## config.mk

```make
export PLATFORM = sky130hd
export DESIGN_NAME = neuron_step_scheduler
export DESIGN_NICKNAME = d
export VERILOG_FILES = /design/src/rtl/neuron_step_scheduler.sv
export SDC_FILE = /design/constraint.sdc
export NUM_CORES = 1
export LEC_CHECK = 0
export BUFFER_PORTS_ARGS = -buffer_cell sky130_fd_sc_hd__buf_2
export CORE_UTILIZATION = 46
export CTS_BUF_LIST = sky130_fd_sc_hd__clkbuf_8
export DETAILED_ROUTE_END_ITERATION = 6
export PLACE_DENSITY = 0.82
export SETUP_SLACK_MARGIN = 0.1
export SYNTH_ARGS = -nofsm -noshare
export SYNTH_HDL_FRONTEND = slang
export SYNTH_SLANG_ARGS = --single-unit
```

## constraint.sdc

```tcl
create_clock -name clk -period 3.6 [get_ports clk]
set_clock_uncertainty 0.15 [all_clocks]
set_input_delay 0.18 -clock clk [delete_from_list [all_inputs] [get_ports clk]]
set_output_delay 0.18 -clock clk [all_outputs]
set_load 0.03 [all_outputs]
```

## src/rtl/neuron_step_scheduler.sv

```systemverilog
// -----------------------------------------------------------------------------
// neuron_step_scheduler
//
// Timestep controller and local-port arbiter for a cluster of neurons that
// share one router local input. Issues a one-cycle start pulse to every neuron
// each timestep. Between pulses it round-robin-merges the neurons' spike
// packets into a one-entry output register that feeds the router. The router
// can stall that register with local_full.
//
// Optional feature macro: SCHED_SPIKE_COUNT_EN
//   When defined, per-step spike counters are built. When undefined, the
//   spike_count_o and last_step_spikes_o ports are tied to zero.
//
// Ports
//   clk                 clock, rising edge
//   reset               asynchronous, active-high, clears all state
//   enable              run timesteps while high
//   start_o             one-cycle start pulse, all bits identical
//   spike_valid_i       per-neuron packet-pending flag
//   spike_packet_i      packet i at [i*PACKET_W +: PACKET_W]
//   spike_ack_o         one-hot, packet consumed this cycle (combinational)
//   router_data_o       packet toward router local_in
//   router_write_o      write enable toward router write_en_local
//   router_full_i       router local_full backpressure
//   busy_o              scheduler not idle
//   step_count_o        number of START cycles (wraps)
//   overrun_count_o     number of steps that needed DRAIN (saturates)
//   spike_count_o       acks in current step (SCHED_SPIKE_COUNT_EN)
//   last_step_spikes_o  acks in previous step (SCHED_SPIKE_COUNT_EN)
// -----------------------------------------------------------------------------
module neuron_step_scheduler #(
    parameter int NUM_NEURONS = 4,
    parameter int PACKET_W    = 32,
    parameter int STEP_PERIOD = 30
) (
    input  logic                            clk,
    input  logic                            reset,
    input  logic                            enable,
    output logic [NUM_NEURONS-1:0]          start_o,
    input  logic [NUM_NEURONS-1:0]          spike_valid_i,
    input  logic [NUM_NEURONS*PACKET_W-1:0] spike_packet_i,
    output logic [NUM_NEURONS-1:0]          spike_ack_o,
    output logic [PACKET_W-1:0]             router_data_o,
    output logic                            router_write_o,
    input  logic                            router_full_i,
    output logic                            busy_o,
    output logic [15:0]                     step_count_o,
    output logic [7:0]                      overrun_count_o,
    output logic [15:0]                     spike_count_o,
    output logic [15:0]                     last_step_spikes_o
);

    localparam int RR_W  = (NUM_NEURONS > 1) ? $clog2(NUM_NEURONS) : 1;
    // Counter must hold STEP_PERIOD: it steps once past the last value on the
    // way into DRAIN.
    localparam int CNT_W = $clog2(STEP_PERIOD + 1);
    localparam logic [CNT_W-1:0] CNT_LAST = CNT_W'(STEP_PERIOD - 1);
    localparam logic [RR_W-1:0]  RR_LAST  = RR_W'(NUM_NEURONS - 1);

    typedef enum logic [1:0] {
        IDLE    = 2'd0,
        START   = 2'd1,
        COLLECT = 2'd2,
        DRAIN   = 2'd3
    } state_t;

    state_t              state_q, state_d;
    logic [CNT_W-1:0]    cnt_q;
    logic [15:0]         step_cnt_q;
    logic [7:0]          overrun_q;
    logic                overrun_inc;
    logic [RR_W-1:0]     rr_q;
    logic                out_vld_q;
    logic [PACKET_W-1:0] out_data_q;

    logic                grant_ok;
    logic                gnt_found;
    logic [RR_W-1:0]     gnt_idx;
    logic [RR_W:0]       cand;
    logic [PACKET_W-1:0] gnt_pkt;
    logic                pending;

    assign router_write_o = out_vld_q & ~router_full_i;
    assign router_data_o  = out_data_q;
    assign start_o        = {NUM_NEURONS{state_q == START}};
    assign busy_o         = (state_q != IDLE);
    assign step_count_o   = step_cnt_q;
    assign overrun_count_o = overrun_q;

    // Round-robin grant. The output slot accepts a new packet when it is empty
    // or is being drained to the router in this same cycle.
    always_comb begin
        grant_ok    = ((state_q == COLLECT) || (state_q == DRAIN)) &&
                      (!out_vld_q || router_write_o);
        gnt_found   = 1'b0;
        gnt_idx     = '0;
        cand        = '0;
        spike_ack_o = '0;
        for (int off = 0; off < NUM_NEURONS; off++) begin
            cand = {1'b0, rr_q} + (RR_W+1)'(off);
            if (cand >= (RR_W+1)'(NUM_NEURONS))
                cand = cand - (RR_W+1)'(NUM_NEURONS);
            if (grant_ok && !gnt_found && spike_valid_i[cand[RR_W-1:0]]) begin
                gnt_found = 1'b1;
                gnt_idx   = cand[RR_W-1:0];
            end
        end
        if (gnt_found)
            spike_ack_o[gnt_idx] = 1'b1;
    end

    assign gnt_pkt = spike_packet_i[gnt_idx*PACKET_W +: PACKET_W];

    // Requesters still waiting once this cycle's ack is accounted for.
    assign pending = |(spike_valid_i & ~spike_ack_o);

    always_comb begin
        state_d     = state_q;
        overrun_inc = 1'b0;
        case (state_q)
            IDLE: begin
                if (enable)
                    state_d = START;
            end
            START: begin
                state_d = COLLECT;
            end
            COLLECT: begin
                if (cnt_q == CNT_LAST) begin
                    if (pending) begin
                        state_d     = DRAIN;
                        overrun_inc = 1'b1;
                    end else if (enable) begin
                        state_d = START;
                    end else begin
                        state_d = IDLE;
                    end
                end
            end
            DRAIN: begin
                if (!pending)
                    state_d = enable ? START : IDLE;
            end
            default: state_d = IDLE;
        endcase
    end

    // Control state: FSM, period counter, step/overrun statistics, rr pointer.
    // The counter reads 0 during START so the START-to-START spacing is
    // exactly STEP_PERIOD cycles.
    always_ff @(posedge clk or posedge reset) begin
        if (reset) begin
            state_q    <= IDLE;
            cnt_q      <= '0;
            step_cnt_q <= '0;
            overrun_q  <= '0;
            rr_q       <= '0;
        end else begin
            state_q <= state_d;
            if (state_d == START)
                cnt_q <= '0;
            else if ((state_q == START) || (state_q == COLLECT))
                cnt_q <= cnt_q + CNT_W'(1);
            if (state_q == START)
                step_cnt_q <= step_cnt_q + 16'd1;
            if (overrun_inc && (overrun_q != 8'hFF))
                overrun_q <= overrun_q + 8'd1;
            if (gnt_found)
                rr_q <= (gnt_idx == RR_LAST) ? '0 : gnt_idx + RR_W'(1);
        end
    end

    // Output stage: one-entry register toward the router local port.
    always_ff @(posedge clk or posedge reset) begin
        if (reset) begin
            out_vld_q  <= 1'b0;
            out_data_q <= '0;
        end else begin
            if (gnt_found) begin
                out_vld_q  <= 1'b1;
                out_data_q <= gnt_pkt;
            end else if (router_write_o) begin
                out_vld_q  <= 1'b0;
            end
        end
    end

`ifdef SCHED_SPIKE_COUNT_EN
    logic [15:0] spike_cnt_q;
    logic [15:0] last_spikes_q;

    // START never grants, so clearing there cannot lose an ack.
    always_ff @(posedge clk or posedge reset) begin
        if (reset) begin
            spike_cnt_q   <= '0;
            last_spikes_q <= '0;
        end else if (state_q == START) begin
            last_spikes_q <= spike_cnt_q;
            spike_cnt_q   <= '0;
        end else if (gnt_found && (spike_cnt_q != 16'hFFFF)) begin
            spike_cnt_q <= spike_cnt_q + 16'd1;
        end
    end

    assign spike_count_o      = spike_cnt_q;
    assign last_step_spikes_o = last_spikes_q;
`else
    assign spike_count_o      = '0;
    assign last_step_spikes_o = '0;
`endif

endmodule

```

Word-level counts from Yosys, hierarchy flattened:

Index checks and enable logic that the tools add are counted.

* flip-flop bits (word level): 66
* output and inout bits: 98

* add/sub/neg operators: 11
* order comparisons: 10
* equal/unequal tests: 7
* shifts and indexed selects: 1
* multiplexer cells: 37
* bitwise operators: 4
* reduce and logical (&&, ||, !) cells: 22

Operators by type and width (number)
* $shiftx 128x8->32: 1
* $mux 2: 13
* $add 16x1->16 const B: 1
* $lt 2x3->1 const B: 5
* $mux 1: 15
* $logic_and 1x1->1: 10
* $mux 5: 2
* $ge 3x3->1 const B: 3
* $add 8x1->8 const B: 1
* $bmux 1 s2: 4
* $ne 8x8->1 const B: 1
* $pmux 2 s4: 1
* $sub 2x1->2 const B: 4
* $add 2x2->3 const B: 2
* $eq 2x2->1 const B: 3
* $reduce_bool 2->1: 3
* $add 5x1->5 const B: 1
* $eq 5x5->1 const B: 1
* $and 4x4->4: 1
* $eq 2x1->1 const B: 2
* $logic_not 1->1: 4
* $mux 4: 1
* $not 4->4: 1
* $reduce_or 4->1: 1
* other kinds (9): 11

Longest topological paths before layout:

Gate-level depths: netlist of the first run.

* depth in word-level cells: 31
* depth in mapped cells: 16
* mapped depth without buffers: 13

Worst setup path after synthesis of the first run:

Ideal clock, no wire load.

* kind: reg-to-reg
* start: register state_q[0]
* end: register overrun_q[1] (netlist: overrun_count_o[1])
* setup time: 125 ps
* arrival time: 2843 ps
* path slack: 482 ps
* stages on the path, launching flop included: 15
* buffers on the path: 2
* cell sequence: dfrtp_1 inv_1 ha_1 nor2_1 a21oi_1 nand2_1 clkbuf_1 clkbuf_1 inv_1 ha_1 inv_1 o21a_1 nor2_1 a31oi_2 mux2_2

* longest elaborated chain between the ends: 29
* elaborated cells on any way between the ends: 35

RTL lines
* start: declaration: line 67 `state_t state_q, state_d;`
* start signal: assignment: line 159 `state_q <= state_d;`
* $eq 2x2->1, on equally long branches: line 93, 120
* $logic_or 1x1->1: line 93 `grant_ok = ((state_q == COLLECT) || (state_q == DRAIN)) &&`
* $logic_and 1x1->1: line 93
* $logic_and 1x1->1: line 103 `if (grant_ok && !gnt_found && spike_valid_i[cand[RR_W-1:0]]) begin`
* $mux 1: line 103
* $logic_not 1->1: line 103
* $logic_and 1x1->1 (2 in series): line 103
* $mux 1: line 103
* [... 12 more ...]
* $mux 4: line 108 `if (gnt_found)`
* $not 4->4: line 115 `assign pending = |(spike_valid_i & ~spike_ack_o);`
* $and 4x4->4: line 115
* $reduce_or 4->1: line 115
* $mux 1: line 130 `if (pending) begin`
* $mux 1: line 129 `if (cnt_q == CNT_LAST) begin`
* $mux 1 (*): line 120 `case (state_q)`
* $logic_and 1x1->1 (*): line 166 `if (overrun_inc && (overrun_q != 8'hFF))`
* end signal: assignment: line 167 `overrun_q <= overrun_q + 8'd1;`
* end: declaration: line 70 `logic [7:0] overrun_q;`

Every way passes the cells marked *; elsewhere a longest branch is shown, timed or not.
A chain may end at the register's enable or synchronous reset.

Worst setup path in the final report of the first run:

* start: register state_q[0]
* end: register out_data_q[6] (netlist: router_data_o[6])

* longest elaborated chain between the ends: 18
* elaborated cells on any way between the ends: 23

RTL lines
* $eq 2x2->1: line 93
* $logic_or 1x1->1 (*): line 93
* $logic_and 1x1->1 (*): line 93
* $logic_and 1x1->1: line 103
* $mux 1: line 103
* $logic_not 1->1: line 103
* $logic_and 1x1->1 (2 in series): line 103
* $mux 1: line 103
* $logic_not 1->1: line 103
* $logic_and 1x1->1 (2 in series): line 103
* $mux 1: line 103
* $logic_not 1->1: line 103
* $logic_and 1x1->1 (2 in series): line 103
* $mux 2: line 103
* $shiftx 128x8->32: line 112 `assign gnt_pkt = spike_packet_i[gnt_idx*PACKET_W +: PACKET_W];`
* end signal: assignment: line 181 `out_data_q <= gnt_pkt;`
* end: declaration: line 74 `logic [PACKET_W-1:0] out_data_q;`

Marked as above.

==> impl_metrics.ini, run 1 <==
[drt]
wire_per_inst_um = 15.26
drt_iter0_markers = 168
drc = 15
final_antenna_net_count = 0
num_vias = 4064
drt_wl_total_mm = 11.41
via_per_inst = 5.433
first_pass_iters = 7

[worst_setup_path]
crit_arrival_ns = 3.10
cp_num_cells = 9
required_ns = 3.69
start_kind = flip-flop
cpMaxStageDelayCell = buf_4
crit_fanout = 47
critPathMaxStageDelay_ns = 0.51
worst_r2r_path_depth = 9
critPathKind = reg2reg
end_kind = flip-flop
cp_num_buf_inv = 3
cp_cell_sequence = inv_1 > ha_1 > o2bb2ai_1 > or3_1 > clkinv_2 > buf_4 > mux2i_1 > a221oi_1 > a21o_1
crit_family = buffers and inverters

[clocking]
clock_path_buffers = 2
clk_pin_slew_ns = 0.08
cts_tree = built
ctsRootBufferMaster = clkbuf_8
htreeDepth = 3
cts_buffers = 9
clk_latency_ns = 0.34
cts.sinks = 66

[synth]
synthCells = 449
synthesis.area_mm2 = 0.004249
yosys_warnings = 0
synthXorXnorAreaFrac_pct = 5.359
synth_cell_types = 45
async_reset_ff_share_pct = 100.0
synth_seq_cells = 66
synth_common_cells = dfrtp_1 (66), nand2_1 (52), a21oi_1 (40), buf_4 (38), a21o_1 (33)
synth_ff_type = dfrtp_1
synth_edf_count = 0
yosysSeqAreaShare_pct = 38.87
synth_area_per_cell_um2 = 9.463
synth.area.mux_share_pct = 8.333
synth_simple_gate_area_share_pct = 11.45
synth_area_leaders = dfrtp_1 (39%), mux2i_1 (7.5%), buf_4 (6.7%)
yosysMostFrequentCell = dfrtp_1
synth-compound-area-share_pct = 21.50
yosysTopAreaCellShare_pct = 38.87
synth_top_family_by_area = compound AO/OA/AOI/OAI gates
synth_area_leader_cell = dfrtp_1
synth-adder-area-share_pct = 2.945

[grt]
grt_util_met3_pct = 4.939
use_met2_pct = 37.81
grt.overflow.total = 0
grt_max_degree = 66
met1_usage_pct = 30.23
grt_pass1_vias = 3616
busiest_layer = met2
grt_pass1_wl_mm = 17.65
antenna_found_initial = 0
grt_usage_pct = 23.39

[placed_design]
post_dp_cell_area_mm2 = 0.005125
gp_congestion = 0.9631
dp_worst_setup_slack_ns = 0.6351
dp_hpwl_mm = 8.508
port-buffer-count = 201

[floorplan]
num_io_pins = 234
core_mm2 = 0.008848
die_h_um = 98.11
dieArea_mm2 = 0.009626
initial_core_util_pct = 48.02
dieWidth_um = 98.11
num_rows = 34

[pwr]
cellLeakagePower_nw = 2.982
power.density_mw_per_mm2 = 711.0
ir_drop_v = 0.0004099

[status]
outcome = finished, violations left
violations = DRC

[layout]
multi_input_area_mm2 = 0.002237
utilization_pct = 60.55
fillers = 791
n_antenna_cell = 0
nets = 781
final_area_mm2 = 0.005358
drive_above_1_share_pct = 36.41
seqCellArea_mm2 = 0.001652
area.growth.synth_to_final_pct = 26.09

[sta]
fin_setup_tns_ns = 0
fin_crit_sh_pct = 83.79
slew_viol_final = 0
max_clock_freq_mhz = 331.5
setup_viol = 0
setup_ws_ns = 0.5835
relSlewSlack_pct = 47.82
hold_viol_final = 0
post-route-min-period_ns = 3.016
hold-worst-slack_ns = 0.07650
grt_setup_unrepaired = no
tightest_slew_ns = 0.7816

[worst_hold_path]
hold_path.class = in2reg
hold_depth = 4

[run]
drv_cap = 0
tightest hold or removal path, stage by stage:
cell and delay [ns]:
buf_2 0.10, nand2_1 0.05, a221oi_1 0.06, a21o_1 0.15
metal layers:
layer	vias up	part of all wire [%]
li1	1911	-
met1	1957	42
met2	169	49
met3	27	6.2
met4	0	2.4
met5	-	0
layout by cell type, fill, tap and decap left out, types with 2 or more instances in the layout:
cell type	netlist	routed
nand2_1	52	51
dfrtp_1	66	66
nand4_1	9	9
a221oi_1	32	32
buf_4	38	7
o21bai_1	2	2
nor2_1	22	22
a21oi_1	40	40
o31ai_1	2	2
o31a_1	2	2
nor2b_1	5	5
nand2b_1	2	2
nor3_1	2	2
a31oi_1	2	2
ha_1	10	10
conb_1	1	32
mux2_2	3	3
xor2_1	10	10
or3_1	3	3
o21a_1	2	2
xnor2_1	16	16
buf_2	4	201
inv_1	10	9
nand3_1	2	2
dlygate4sd3_1	0	2
mux2i_1	32	32
o211ai_1	2	2
clkbuf_8	0	11
and3_1	6	6
clkinvlp_4	0	3
a21o_1	33	33
layout make-up:
class	count	area share [%]
Tap cell	108	2.522
Timing Repair Buffer	210	20.13
Sequential cell	66	30.83
Clock inverter	5	1.144
Inverter	11	0.7940
Clock buffer	11	2.826
Multi-Input combinational cell	337	41.76
per-stage QoR:
stage | power [mW] | instances
6_report | 3.809 | 748
5_1_grt | 4.044 | 748
3_5_place_dp | 3.163 | 730
3_3_place_gp | 3.113 | 730
2_1_floorplan | 2.680 | 480
4_1_cts | 3.834 | 748
sequential cells by signal (all words and copies together), names as in the netlist:
register and count:
rr_q 2, overrun_count_o 8, step_count_o 16, router_data_o 32, cnt_q 5, state_q 2, out_vld_q 1
worst paths after layout:
check / endpoint / slack, ns / startpoint
worst max-delay path: router_data_o[6] / 0.58 / state_q[0]
worst min-delay path: router_data_o[11] / 0.08 / spike_packet_i[75]
worst max register to register: router_data_o[6] / 0.58 / state_q[0]
worst min register to register: router_data_o[12] / 0.32 / router_data_o[12]
max in group asynchronous: router_data_o[2] / 2.03 / reset
min in group asynchronous: step_count_o[5] / 0.38 / reset
report_power, final:
part | switching (mW) | leakage, nW | internal, mW | total [mW]
logic | 1.28 | 2.04 | 0.691 | 1.97
clock network | 0.295 | 0.0982 | 0.360 | 0.655
registers | 0.186 | 0.846 | 0.997 | 1.18
cells by family after synthesis:
| group | count (synthesis) |
|---|---|
| compound gates | 127 |
| simple gates | 107 |
| xor+xnor | 26 |
| mux | 35 |
| other cells | 1 |
| buf+inv | 77 |
| flops | 66 |
| fa+ha+maj | 10 |
timing repair:
| item | in CTS | in global routing |
|---|---|---|
| resized for setup | 0 | 0 |
| buffers inserted | 0 | 0 |
| hold buffers | 2 | 0 |
| endpoints found under the setup margin | 0 | 0 |
| endpoints found under the hold margin | 36 | 0 |
(Power assumes the default switching activity.)
==> run 2: changes to the inputs <==
ABC_AREA = 1   (was default)
CORE_UTILIZATION = 47   (was 46)
PLACE_DENSITY = 0.83   (was 0.82)
clock period = 3.1 ns   (was 3.6 ns; I/O delays follow)
==> run 2 against run 1 <==
Effect of this change:
- the run now ends clean
- worst setup slack worse by 0.42 ns
- synthesized area up 4.8%
- flip-flop and latch count unchanged
- synthesized cell count up 22%
- global-route usage up 9.9 points
- total power up 92%
- die area up 2.5%
- highest routed layer unchanged
==> impl_metrics.ini, run 2 <==
[status]
outcome = complete, no violations

[synth]
synth_top_family_by_area = simple AND/OR/NAND/NOR gates
synth_area_leader_cell = dfrtp_1
synth-compound-area-share_pct = 16.36
synth.area.mux_share_pct = 0.2530
synth_area_leaders = dfrtp_1 (37%), nand2_1 (6.7%), buf_4 (5.9%)
synth_simple_gate_area_share_pct = 26.98
synth_common_cells = nand2_1 (79), nor2_1 (69), dfrtp_1 (66), o21ai_0 (50), inv_1 (38)
synth_area_per_cell_um2 = 8.124
yosysSeqAreaShare_pct = 37.10
yosysMostFrequentCell = nand2_1
synthXorXnorAreaFrac_pct = 4.328
async_reset_ff_share_pct = 100.0
synth_seq_cells = 66
synth_edf_count = 0
synthCells = 548
yosys_warnings = 0
yosysTopAreaCellShare_pct = 37.10
synthesis.area_mm2 = 0.004452
synth_cell_types = 42
synth-adder-area-share_pct = 2.811
synth_ff_type = dfrtp_1

[layout]
final_cell_mix = buf_2 (200), nand2_1 (76), dlygate4sd3_1 (70)
utilization_pct = 71.07
fillers = 649
seqCellArea_mm2 = 0.001655
drive_above_1_share_pct = 37.68
area.growth.synth_to_final_pct = 46.82
largest_register_ff_count = 32
mostFrequentLayoutCell = buf_2
multi_input_area_mm2 = 0.002497
nets = 969

[pwr]
power_frac_comb_pct = 70.1
total_power_mw = 7.318
netSwitchingPower_mw = 4.069
pwr-share-clk_pct = 9.9
ir_drop_v = 0.0006475
power_frac_seq_pct = 20.0
p_sw_share_pct = 55.59
cellLeakagePower_nw = 3.304
power.density_mw_per_mm2 = 1120
cellInternalPower_mw = 3.250

[sta]
tightest_slew_ns = 0.5856
max_clock_freq_mhz = 340.3
grt_setup_unrepaired = yes
hold-worst-slack_ns = 0.01455
post-route-min-period_ns = 2.939
fin_crit_sh_pct = 94.80
hold_viol_final = 0
setup_viol = 0
relSlewSlack_pct = 60.96
slew_viol_final = 0

[floorplan]
num_rows = 35
dieWidth_um = 99.33
die_h_um = 99.33
initial_core_util_pct = 48.41
core_mm2 = 0.009196
num_io_pins = 234
dieArea_mm2 = 0.009865

[drt]
via_per_inst = 5.452
drc = 0
drt_wl_total_mm = 15.73
num_vias = 5130
first_pass_iters = 6
drt_iter0_markers = 372
final_antenna_net_count = 0
wire_per_inst_um = 16.71

[worst_hold_path]
min_from = spike_packet_i[116]
hold_path.class = in2reg

[clocking]
clk_pin_slew_ns = 0.08
clock_path_buffers = 2
cts.sinks = 66
cts_tree = built
cts_buffers = 9
htreeDepth = 3
clk_latency_ns = 0.34
ctsRootBufferMaster = clkbuf_8

[placed_design]
gp_congestion = 0.8300
dp_hpwl_mm = 9.275
port-buffer-count = 201

[worst_setup_path]
cp_num_buf_inv = 2
cpMaxStageDelayCell = dfrtp_2
cp_cell_sequence = inv_2 > ha_4 > nor2_4 > nor2_8 > nand2_2 > nor2_4 > nand3_2 > nand3_2 > nand2_1 > nand2_2 > ha_4 > inv_2 > nor2_4 > nor2_4 > a21oi_4 > nand3_4 > a21oi_2 > nand2_1 > nand2_2 > nand2_4 > nor2_4 > nor2_2
end_kind = flip-flop
start_kind = flip-flop
crit_arrival_ns = 3.02
critPathKind = reg2reg
crit_fanout = 8
critPathMaxStageDelay_ns = 0.44
crit_top_cell = nor2_4
crit_family = simple AND/OR/NAND/NOR gates
critical_path.startpoint = state_q[0]
required_ns = 3.18
r2r-start = state_q[0]

[run]
drv_cap = 0

[grt]
grt_max_degree = 48
grt_pass1_wl_mm = 24.85
grt.overflow.total = 0
grt_pass1_vias = 4943
antenna_found_initial = 2
grt_usage_pct = 33.25
[run 2: what timing repair did]
item,in CTS,in global routing
pin swaps,1,16
setup endpoints to repair,18,13
gates resized for setup,3,17
setup buffers,2,9
hold endpoints to repair,98,1
hold buffers,69,1
[run 2: final timing paths]
path / slack, ns / cells after the start / end
worst min register to register: 0.35 / 1 / overrun_count_o[7]
worst min-delay path: 0.01 / 3 / router_data_o[20]
worst max-delay path: 0.16 / 22 / cnt_q[4]
worst max register to register: 0.16 / 22 / cnt_q[4]
min in group asynchronous: 0.24 / 4 / step_count_o[7]
max in group asynchronous: 2.02 / 4 / router_data_o[10]
[run 2: area by class of cell]
type	instances	area share [%]
diodes	2	0.07657
clock buffers	9	1.895
clock inverters	7	1.072
inverters	45	2.795
multi-input cells	410	38.21
flip-flops and latches	66	25.33
well taps	111	2.125
repair buffers	291	28.50
[run 2: cell families after synthesis]
family	count (synthesis)
fa+ha+maj	10
buf+inv	103
flops	66
simple gates	230
other cells	1
compound gates	115
xor+xnor	22
mux	1
[run 2: routing by layer]
layer / vias to the layer above / global-route usage (%) / share of wire, %
li1: 2313 / - / -
met1: 2349 / 34.85 / 35
met2: 359 / 52.62 / 49
met3: 109 / 17.57 / 9.8
met4: 0 / 20.25 / 6.0
met5: - / 2.564 / 0
[run 2: power by group through the flow]
stage,sequential (mW),clock (mW),combinational [mW]
finish,1.46,0.726,5.13
global placement,1.44,0,4.44
CTS,1.44,0.742,4.72
floorplan,1.91,0,3.15
global route,1.51,0.785,5.64
detailed placement,1.45,0,4.60
[run 2: through the flow]
step | instance area, um^2 | setup slack (ns) | std cells | TNS [ns]
after global routing | 6534 | -0.08443 | 940 | -0.08548
after floorplan | 4669 | -0.03521 | 579 | -0.1676
final | 6536 | 0.1611 | 941 | 0
after detailed placement | 5485 | 0.01454 | 842 | 0
after global placement | 5485 | 0.2116 | 842 | 0
after CTS | 6389 | 0.1009 | 929 | 0
[run 2: tightest hold or removal path: stages]
cell,delay [ns]
buf_2,0.07
o21bai_1,0.07
a31oi_1,0.15
